File: src/rtl/lit_pkg.sv
// Shared encodings, widths, FSM state type and the saturating free-count adder
// used by the literal row and its per-literal evaluation cells.
package lit_pkg;

    localparam int POL_W = 2;
    localparam int VAL_W = 3;

    localparam logic [1:0] POL_NONE = 2'b00;
    localparam logic [1:0] POL_POS  = 2'b01;
    localparam logic [1:0] POL_NEG  = 2'b10;

    localparam logic [1:0] VAL_FREE  = 2'b00;
    localparam logic [1:0] VAL_TRUE  = 2'b01;
    localparam logic [1:0] VAL_FALSE = 2'b10;

    localparam logic [1:0] FREE_SAT = 2'd2;

    typedef enum logic [1:0] {
        ST_IDLE,
        ST_CALC,
        ST_HOLD
    } state_e;

    // Free counts only need to distinguish 0, 1 and "two or more"; code 3 means 2.
    function automatic logic [1:0] sat_add2(input logic [1:0] a, input logic [1:0] b);
        logic [2:0] sum;
        sum = {1'b0, (a == 2'd3) ? FREE_SAT : a} + {1'b0, (b == 2'd3) ? FREE_SAT : b};
        return (sum >= 3'd2) ? FREE_SAT : sum[1:0];
    endfunction

endpackage

File: src/rtl/lit_eval_cell.sv
// Combinational decode of one literal: presence, true/free/false classification
// and the value it would be forced to if it became the implied literal.
module lit_eval_cell
    import lit_pkg::*;
(
    input  logic [POL_W-1:0] pol_i,
    input  logic [1:0]       val_i,
    output logic             present_o,
    output logic             true_o,
    output logic             free_o,
    output logic             false_o,
    output logic [VAL_W-1:0] imp_val_o
);

    always_comb begin
        present_o = (pol_i != POL_NONE) && (pol_i != 2'b11);
        free_o    = present_o && ((val_i == VAL_FREE) || (val_i == 2'b11));
        true_o    = present_o && (((pol_i == POL_POS) && (val_i == VAL_TRUE)) ||
                                  ((pol_i == POL_NEG) && (val_i == VAL_FALSE)));
        false_o   = present_o && !free_o && !true_o;
        imp_val_o = {1'b1, (pol_i == POL_POS) ? VAL_TRUE : VAL_FALSE};
    end

endmodule

File: src/rtl/lit_row.sv
// One clause segment of NUM_LITS literals: polarity store, evaluation FSM and the
// registered free-count / satisfied / conflict / implication results.
module lit_row
    import lit_pkg::*;
#(
    parameter int NUM_LITS = 8,
    parameter int IDX_W    = $clog2(NUM_LITS)
) (
    input  logic                      clk,
    input  logic                      rst,
    input  logic                      wr_i,
    input  logic [NUM_LITS*POL_W-1:0] lit_pol_i,
    output logic                      wr_drop_o,
    input  logic                      eval_valid_i,
    output logic                      eval_ready_o,
    input  logic [NUM_LITS*VAL_W-1:0] var_value_frombase_i,
    input  logic [1:0]                freelitcnt_pre,
    input  logic                      clausesat_pre_i,
    input  logic                      imp_drv_i,
    input  logic                      cclause_drv_i,
    output logic                      res_valid_o,
    input  logic                      res_ready_i,
    output logic [1:0]                freelitcnt_next,
    output logic                      clausesat_o,
    output logic                      cclause_o,
    output logic                      imp_valid_o,
    output logic [IDX_W-1:0]          imp_idx_o,
    output logic [NUM_LITS*VAL_W-1:0] var_value_tobase_o
);

    state_e                      state_q, state_d;
    logic [NUM_LITS*POL_W-1:0]   pol_q, pol_d;
    logic [NUM_LITS*VAL_W-1:0]   val_q, val_d;
    logic [1:0]                  pre_q, pre_d;
    logic                        sat_pre_q, sat_pre_d;
    logic                        imp_drv_q, imp_drv_d;
    logic                        cc_drv_q, cc_drv_d;
    logic [1:0]                  cnt_q, cnt_d;
    logic                        sat_q, sat_d;
    logic                        cc_q, cc_d;
    logic                        imp_valid_q, imp_valid_d;
    logic [IDX_W-1:0]            imp_idx_q, imp_idx_d;
    logic [NUM_LITS*VAL_W-1:0]   tobase_q, tobase_d;
    logic                        wr_drop_q, wr_drop_d;

    logic [NUM_LITS-1:0]         lit_present, lit_true, lit_free, lit_false;
    logic [VAL_W-1:0]            lit_imp_val [NUM_LITS];

    logic [1:0]                  local_cnt;
    logic [1:0]                  seg_cnt;
    logic                        seg_sat, seg_cc, seg_imp;
    logic [IDX_W-1:0]            free_idx;
    logic [NUM_LITS*VAL_W-1:0]   seg_tobase;

    for (genvar k = 0; k < NUM_LITS; k++) begin : g_cell
        lit_eval_cell u_cell (
            .pol_i     (pol_q[k*POL_W +: POL_W]),
            .val_i     (val_q[k*VAL_W +: 2]),
            .present_o (lit_present[k]),
            .true_o    (lit_true[k]),
            .free_o    (lit_free[k]),
            .false_o   (lit_false[k]),
            .imp_val_o (lit_imp_val[k])
        );

        a_lit_class: assert property (@(posedge clk) disable iff (!rst)
            $onehot0({lit_true[k], lit_free[k], lit_false[k]}) &&
            (lit_present[k] == (lit_true[k] | lit_free[k] | lit_false[k])));
    end

    // Segment evaluation over the captured operands; only latched at the end of CALC.
    always_comb begin
        local_cnt  = '0;
        free_idx   = '0;
        seg_tobase = '0;
        for (int k = NUM_LITS - 1; k >= 0; k--) begin
            if (lit_free[k]) begin
                free_idx = IDX_W'(k);
            end
        end
        for (int k = 0; k < NUM_LITS; k++) begin
            if (lit_free[k] && (local_cnt != FREE_SAT)) begin
                local_cnt = local_cnt + 2'd1;
            end
        end
        seg_cnt = sat_add2(local_cnt, pre_q);
        seg_sat = sat_pre_q | (|lit_true);
        seg_cc  = !seg_sat && (seg_cnt == 2'd0);
        seg_imp = imp_drv_q && !seg_sat && (seg_cnt == 2'd1) && (local_cnt == 2'd1);
        if (seg_imp) begin
            seg_tobase[free_idx*VAL_W +: VAL_W] = lit_imp_val[free_idx];
        end else if (seg_cc && cc_drv_q) begin
            for (int k = 0; k < NUM_LITS; k++) begin
                if (lit_present[k]) begin
                    seg_tobase[k*VAL_W +: VAL_W] = val_q[k*VAL_W +: VAL_W];
                end
            end
        end
    end

    always_comb begin
        state_d     = state_q;
        pol_d       = pol_q;
        val_d       = val_q;
        pre_d       = pre_q;
        sat_pre_d   = sat_pre_q;
        imp_drv_d   = imp_drv_q;
        cc_drv_d    = cc_drv_q;
        cnt_d       = cnt_q;
        sat_d       = sat_q;
        cc_d        = cc_q;
        imp_valid_d = imp_valid_q;
        imp_idx_d   = imp_idx_q;
        tobase_d    = tobase_q;
        wr_drop_d   = wr_drop_q | (wr_i && (state_q != ST_IDLE));
        case (state_q)
            ST_IDLE: begin
                // A same-cycle write lands in pol_q before CALC reads it.
                if (wr_i) begin
                    pol_d = lit_pol_i;
                end
                if (eval_valid_i) begin
                    state_d   = ST_CALC;
                    val_d     = var_value_frombase_i;
                    pre_d     = freelitcnt_pre;
                    sat_pre_d = clausesat_pre_i;
                    imp_drv_d = imp_drv_i;
                    cc_drv_d  = cclause_drv_i;
                end
            end
            ST_CALC: begin
                state_d     = ST_HOLD;
                cnt_d       = seg_cnt;
                sat_d       = seg_sat;
                cc_d        = seg_cc;
                imp_valid_d = seg_imp;
                imp_idx_d   = seg_imp ? free_idx : '0;
                tobase_d    = seg_tobase;
            end
            ST_HOLD: begin
                if (res_ready_i) begin
                    state_d = ST_IDLE;
                end
            end
            default: state_d = ST_IDLE;
        endcase
    end

    always_ff @(posedge clk or negedge rst) begin
        if (!rst) begin
            state_q     <= ST_IDLE;
            pol_q       <= '0;
            val_q       <= '0;
            pre_q       <= '0;
            sat_pre_q   <= 1'b0;
            imp_drv_q   <= 1'b0;
            cc_drv_q    <= 1'b0;
            cnt_q       <= '0;
            sat_q       <= 1'b0;
            cc_q        <= 1'b0;
            imp_valid_q <= 1'b0;
            imp_idx_q   <= '0;
            tobase_q    <= '0;
            wr_drop_q   <= 1'b0;
        end else begin
            state_q     <= state_d;
            pol_q       <= pol_d;
            val_q       <= val_d;
            pre_q       <= pre_d;
            sat_pre_q   <= sat_pre_d;
            imp_drv_q   <= imp_drv_d;
            cc_drv_q    <= cc_drv_d;
            cnt_q       <= cnt_d;
            sat_q       <= sat_d;
            cc_q        <= cc_d;
            imp_valid_q <= imp_valid_d;
            imp_idx_q   <= imp_idx_d;
            tobase_q    <= tobase_d;
            wr_drop_q   <= wr_drop_d;
        end
    end

    a_imp_cc_excl: assert property (@(posedge clk) disable iff (!rst)
        !(imp_valid_q && cc_q));

    assign eval_ready_o       = (state_q == ST_IDLE);
    assign res_valid_o        = (state_q == ST_HOLD);
    assign freelitcnt_next    = cnt_q;
    assign clausesat_o        = sat_q;
    assign cclause_o          = cc_q;
    assign imp_valid_o        = imp_valid_q;
    assign imp_idx_o          = imp_idx_q;
    assign var_value_tobase_o = tobase_q;
    assign wr_drop_o          = wr_drop_q;

endmodule

File: config.mk
export PLATFORM = sky130hd
export DESIGN_NAME = lit_row
export DESIGN_NICKNAME = d
export VERILOG_FILES = /design/src/rtl/lit_pkg.sv /design/src/rtl/lit_eval_cell.sv /design/src/rtl/lit_row.sv
export SDC_FILE = /design/constraint.sdc
export NUM_CORES = 1
export LEC_CHECK = 0
export CAP_MARGIN = 30
export CORE_MARGIN = 3
export CORE_UTILIZATION = 50
export DETAILED_ROUTE_END_ITERATION = 8
export HOLD_SLACK_MARGIN = 0.05
export PLACE_DENSITY = 0.86
export REMOVE_ABC_BUFFERS = 1
export SLEW_MARGIN = 20
export SYNTH_ARGS = -nofsm -noshare
export SYNTH_HDL_FRONTEND = slang
export SYNTH_SLANG_ARGS = --single-unit
File: constraint.sdc
create_clock -name clk -period 8.8 [get_ports clk]
set_input_delay 0.88 -clock clk [delete_from_list [all_inputs] [get_ports clk]]
set_output_delay 0.88 -clock clk [all_outputs]
set_load 0.01 [all_outputs]
==> results.md <==
* Outcome: completed
* Overflow after GRT at 0
* # diodes at 0
* Core Area at 0.00842 mm2
* Post-synth EDFFs at 0
* Most common cell in the netlist: dfrtp_1
* GRT met2 Usage at 0.370
* Vias at 3723
* Ys flop type: dfrtp_1
* GRT Max-Usage Layer: met2
* Relative slew slack at 0.380
* Routed len/inst at 17.5 um
* CP max-delay cell: or3b_2
* RSZ-0062 raised after global routing: no
* TritonCTS Sinks at 80
* Hold Crit Class: in -> async
* Min cycle time layout at 8.16 ns
* DRT iter0 DRCs at 250
* CP most frequent cell: ha_1
* Type of destination of the critical path: flip-flop
* CP Launch Type: flip-flop
* GPL Wtd Cong at 0.896
* Asr flop ratio synth at 1.00
* YS warnings at 0
* IO buf count at 84
* Final Setup Violations at 0
* Max-slew violation count at 0
* Fmax at 123 MHz
* Row cnt at 33
* Routed Antenna Nets at 0
* Routed vias/inst at 5.78
* Vias in the first global route at 3785
* Fin util at 0.672
* CP max stage delay at 0.48 ns
* Synth area leader: dfrtp_1
* Hold Vio Cnt, Final at 0
* #FFs+latches synth at 80
* Setup CP Type: reg -> reg
* Reg area at 0.00200 mm2
* Nets at 630
* Met1 Track Usage GR at 0.302
* Clk_skew at 0.00862 ns
* Post-route DRC at 0
* Initial Utilization at 0.530
* Root buf cell: clkbuf_8
* CTS clk-pin slew, worst paths at 0.08 ns
* Multi-input logic area at 0.00224 mm2
* Layout Area Growth over Synthesis at 26.8%
* Synth Instances at 450
* Critical Path Fanout Max at 8
* Layout cells sized above 1 at 0.0928
* Max Cap Viol at 0
* Distinct cells, synth at 54
* Die area at 0.0101 mm2
* Crit path required time at 9.07 ns
* Die W at 101 um
* Clk buf depth at 2
* Area contributors post-synth: dfrtp_1 (45%), ha_1 (13%), o21ai_0 (5.4%)
* Met3 Resource Use GR at 0.0526
* Avg Inst Size Synth at 9.93 um2
* Fill count at 642
* WL final at 11200 um
* Final TNS setup at 0 ns
* Total GRT Usage at 0.228
* CTS Buf Count at 9
* Slew @ Worst Pin at 0.930 ns
* Initial antenna violation count at 0
* Largest net degree at the start of global routing at 81
* Ports at 85
* CTS tree: yes
* Final period utilization at 0.927
* Clock Latency Late Sink at 0.35 ns
* H-tree depth at 3
* Pre-antenna DRT Iters at 4
* Critical Path AT at 8.42 ns
* First-pass GRT wire length at 18100 um
* Commonest cells in the netlist: dfrtp_1 (80), nand2_1 (56), o21ai_0 (48), ha_1 (45), inv_1 (45)
* Seq/Total Area, Yosys at 0.448
* Yosys top cell area share at 0.448
* Post-DP HPWL at 8340 um
* Die height at 101 um
* Post-synthesis cell area at 0.00447 mm2
[cell usage in the layout (no fill, tap or decap), drive strengths merged, types with 2 or more instances in the layout]
cell           instances
clkdlybuf4s50         83
dfrtp                 80
nand2                 57
o21ai                 50
inv                   47
ha                    45
a22oi                 25
nor2                  23
o31ai                 15
mux2                  13
clkbuf                10
nand2b                 9
a32oi                  7
nand3                  6
buf                    6
nor2b                  5
nand4                  5
mux2i                  5
and2                   5
a21oi                  4
xor2                   4
o22ai                  3
a21boi                 2
nor3                   2
bufinv                 2
or3b                   2
a211oi                 2
a21o                   2
o211ai                 2
xnor2                  2
[critical path: cells and delay by family (launching register included)]
family / cells / cell delay [ns]
XOR/XNOR: 5 / 1.28
adder cells (fa/ha/maj): 9 / 2.23
flip-flops: 1 / 0.36
AND/OR/NAND/NOR: 11 / 2.79
AO/OA/AOI/OAI: 4 / 0.83
buffers and inverters: 3 / 0.23
multiplexers: 1 / 0.35
[sequential cells by signal, indices dropped and copies added (netlist names)]
| name | count |
|---|---|
| sat_pre_q | 1 |
| pre_q | 2 |
| cc_drv_q | 1 |
| var_value_tobase_o | 24 |
| cclause_o | 1 |
| freelitcnt_next | 2 |
| imp_drv_q | 1 |
| wr_drop_o | 1 |
| val_q | 24 |
| imp_idx_o | 3 |
| clausesat_o | 1 |
| imp_valid_o | 1 |
| pol_q | 16 |
| state_q | 2 |
[per-stage QoR]
step           setup slack, ns  hold slack, ns  cell area (um2)  std cells
2_1_floorplan             1.57           0.458             4410        434
3_3_place_gp              1.01           0.449             5400        626
3_5_place_dp             0.531           0.455             5400        626
4_1_cts                  0.479           0.478             5630        642
5_1_grt                 0.0410           0.467             5660        644
6_report                 0.644           0.454             5660        644
[layer usage]
metal | vias up | wire [um]
li1 | 1742 | -
met1 | 1798 | 4790
met2 | 161 | 5290
met3 | 22 | 870
met4 | 0 | 285
met5 | - | 0
[final cells by class]
type | instances | area share
Multi-Input combinational cell | 309 | 0.395
Clock inverter | 6 | 0.0159
Inverter | 45 | 0.0298
Timing Repair Buffer | 89 | 0.158
Sequential cell | 80 | 0.354
Clock buffer | 10 | 0.0243
Tap cell | 105 | 0.0232
[worst paths after layout]
| path | from | end | slack (ns) | cells after the start |
|---|---|---|---|---|
| hold reg to reg | wr_drop_o | wr_drop_o | 0.47 | 1 |
| min in group clk | wr_drop_o | wr_drop_o | 0.47 | 1 |
| setup reg to reg | pol_q[2] | var_value_tobase_o[13] | 0.64 | 33 |
| max in group asynchronous | rst | pol_q[0] | 7.77 | 2 |
| hold / removal | rst | imp_drv_q | 0.45 | 1 |
| setup / recovery | pol_q[2] | var_value_tobase_o[13] | 0.64 | 33 |
[timing repair]
| item | in CTS | in global routing |
|---|---|---|
| endpoints found under the setup margin | 0 | 11 |
| setup buffers | 0 | 1 |
| hold buffers | 0 | 0 |
| gates resized for setup | 0 | 1 |
[cell families after synthesis]
family / synth area share
and+or+nand+nor: 0.133
DFF: 0.448
AOI/OAI and AO/OA: 0.171
adders and majority gates: 0.131
xor gates and xnor gates: 0.0188
buffers and inverters: 0.0515
muxes: 0.0468
Power is left out: the tool's default activity adds up to more than one toggle a clock period on the data nets, which glitch-free logic cannot reach.
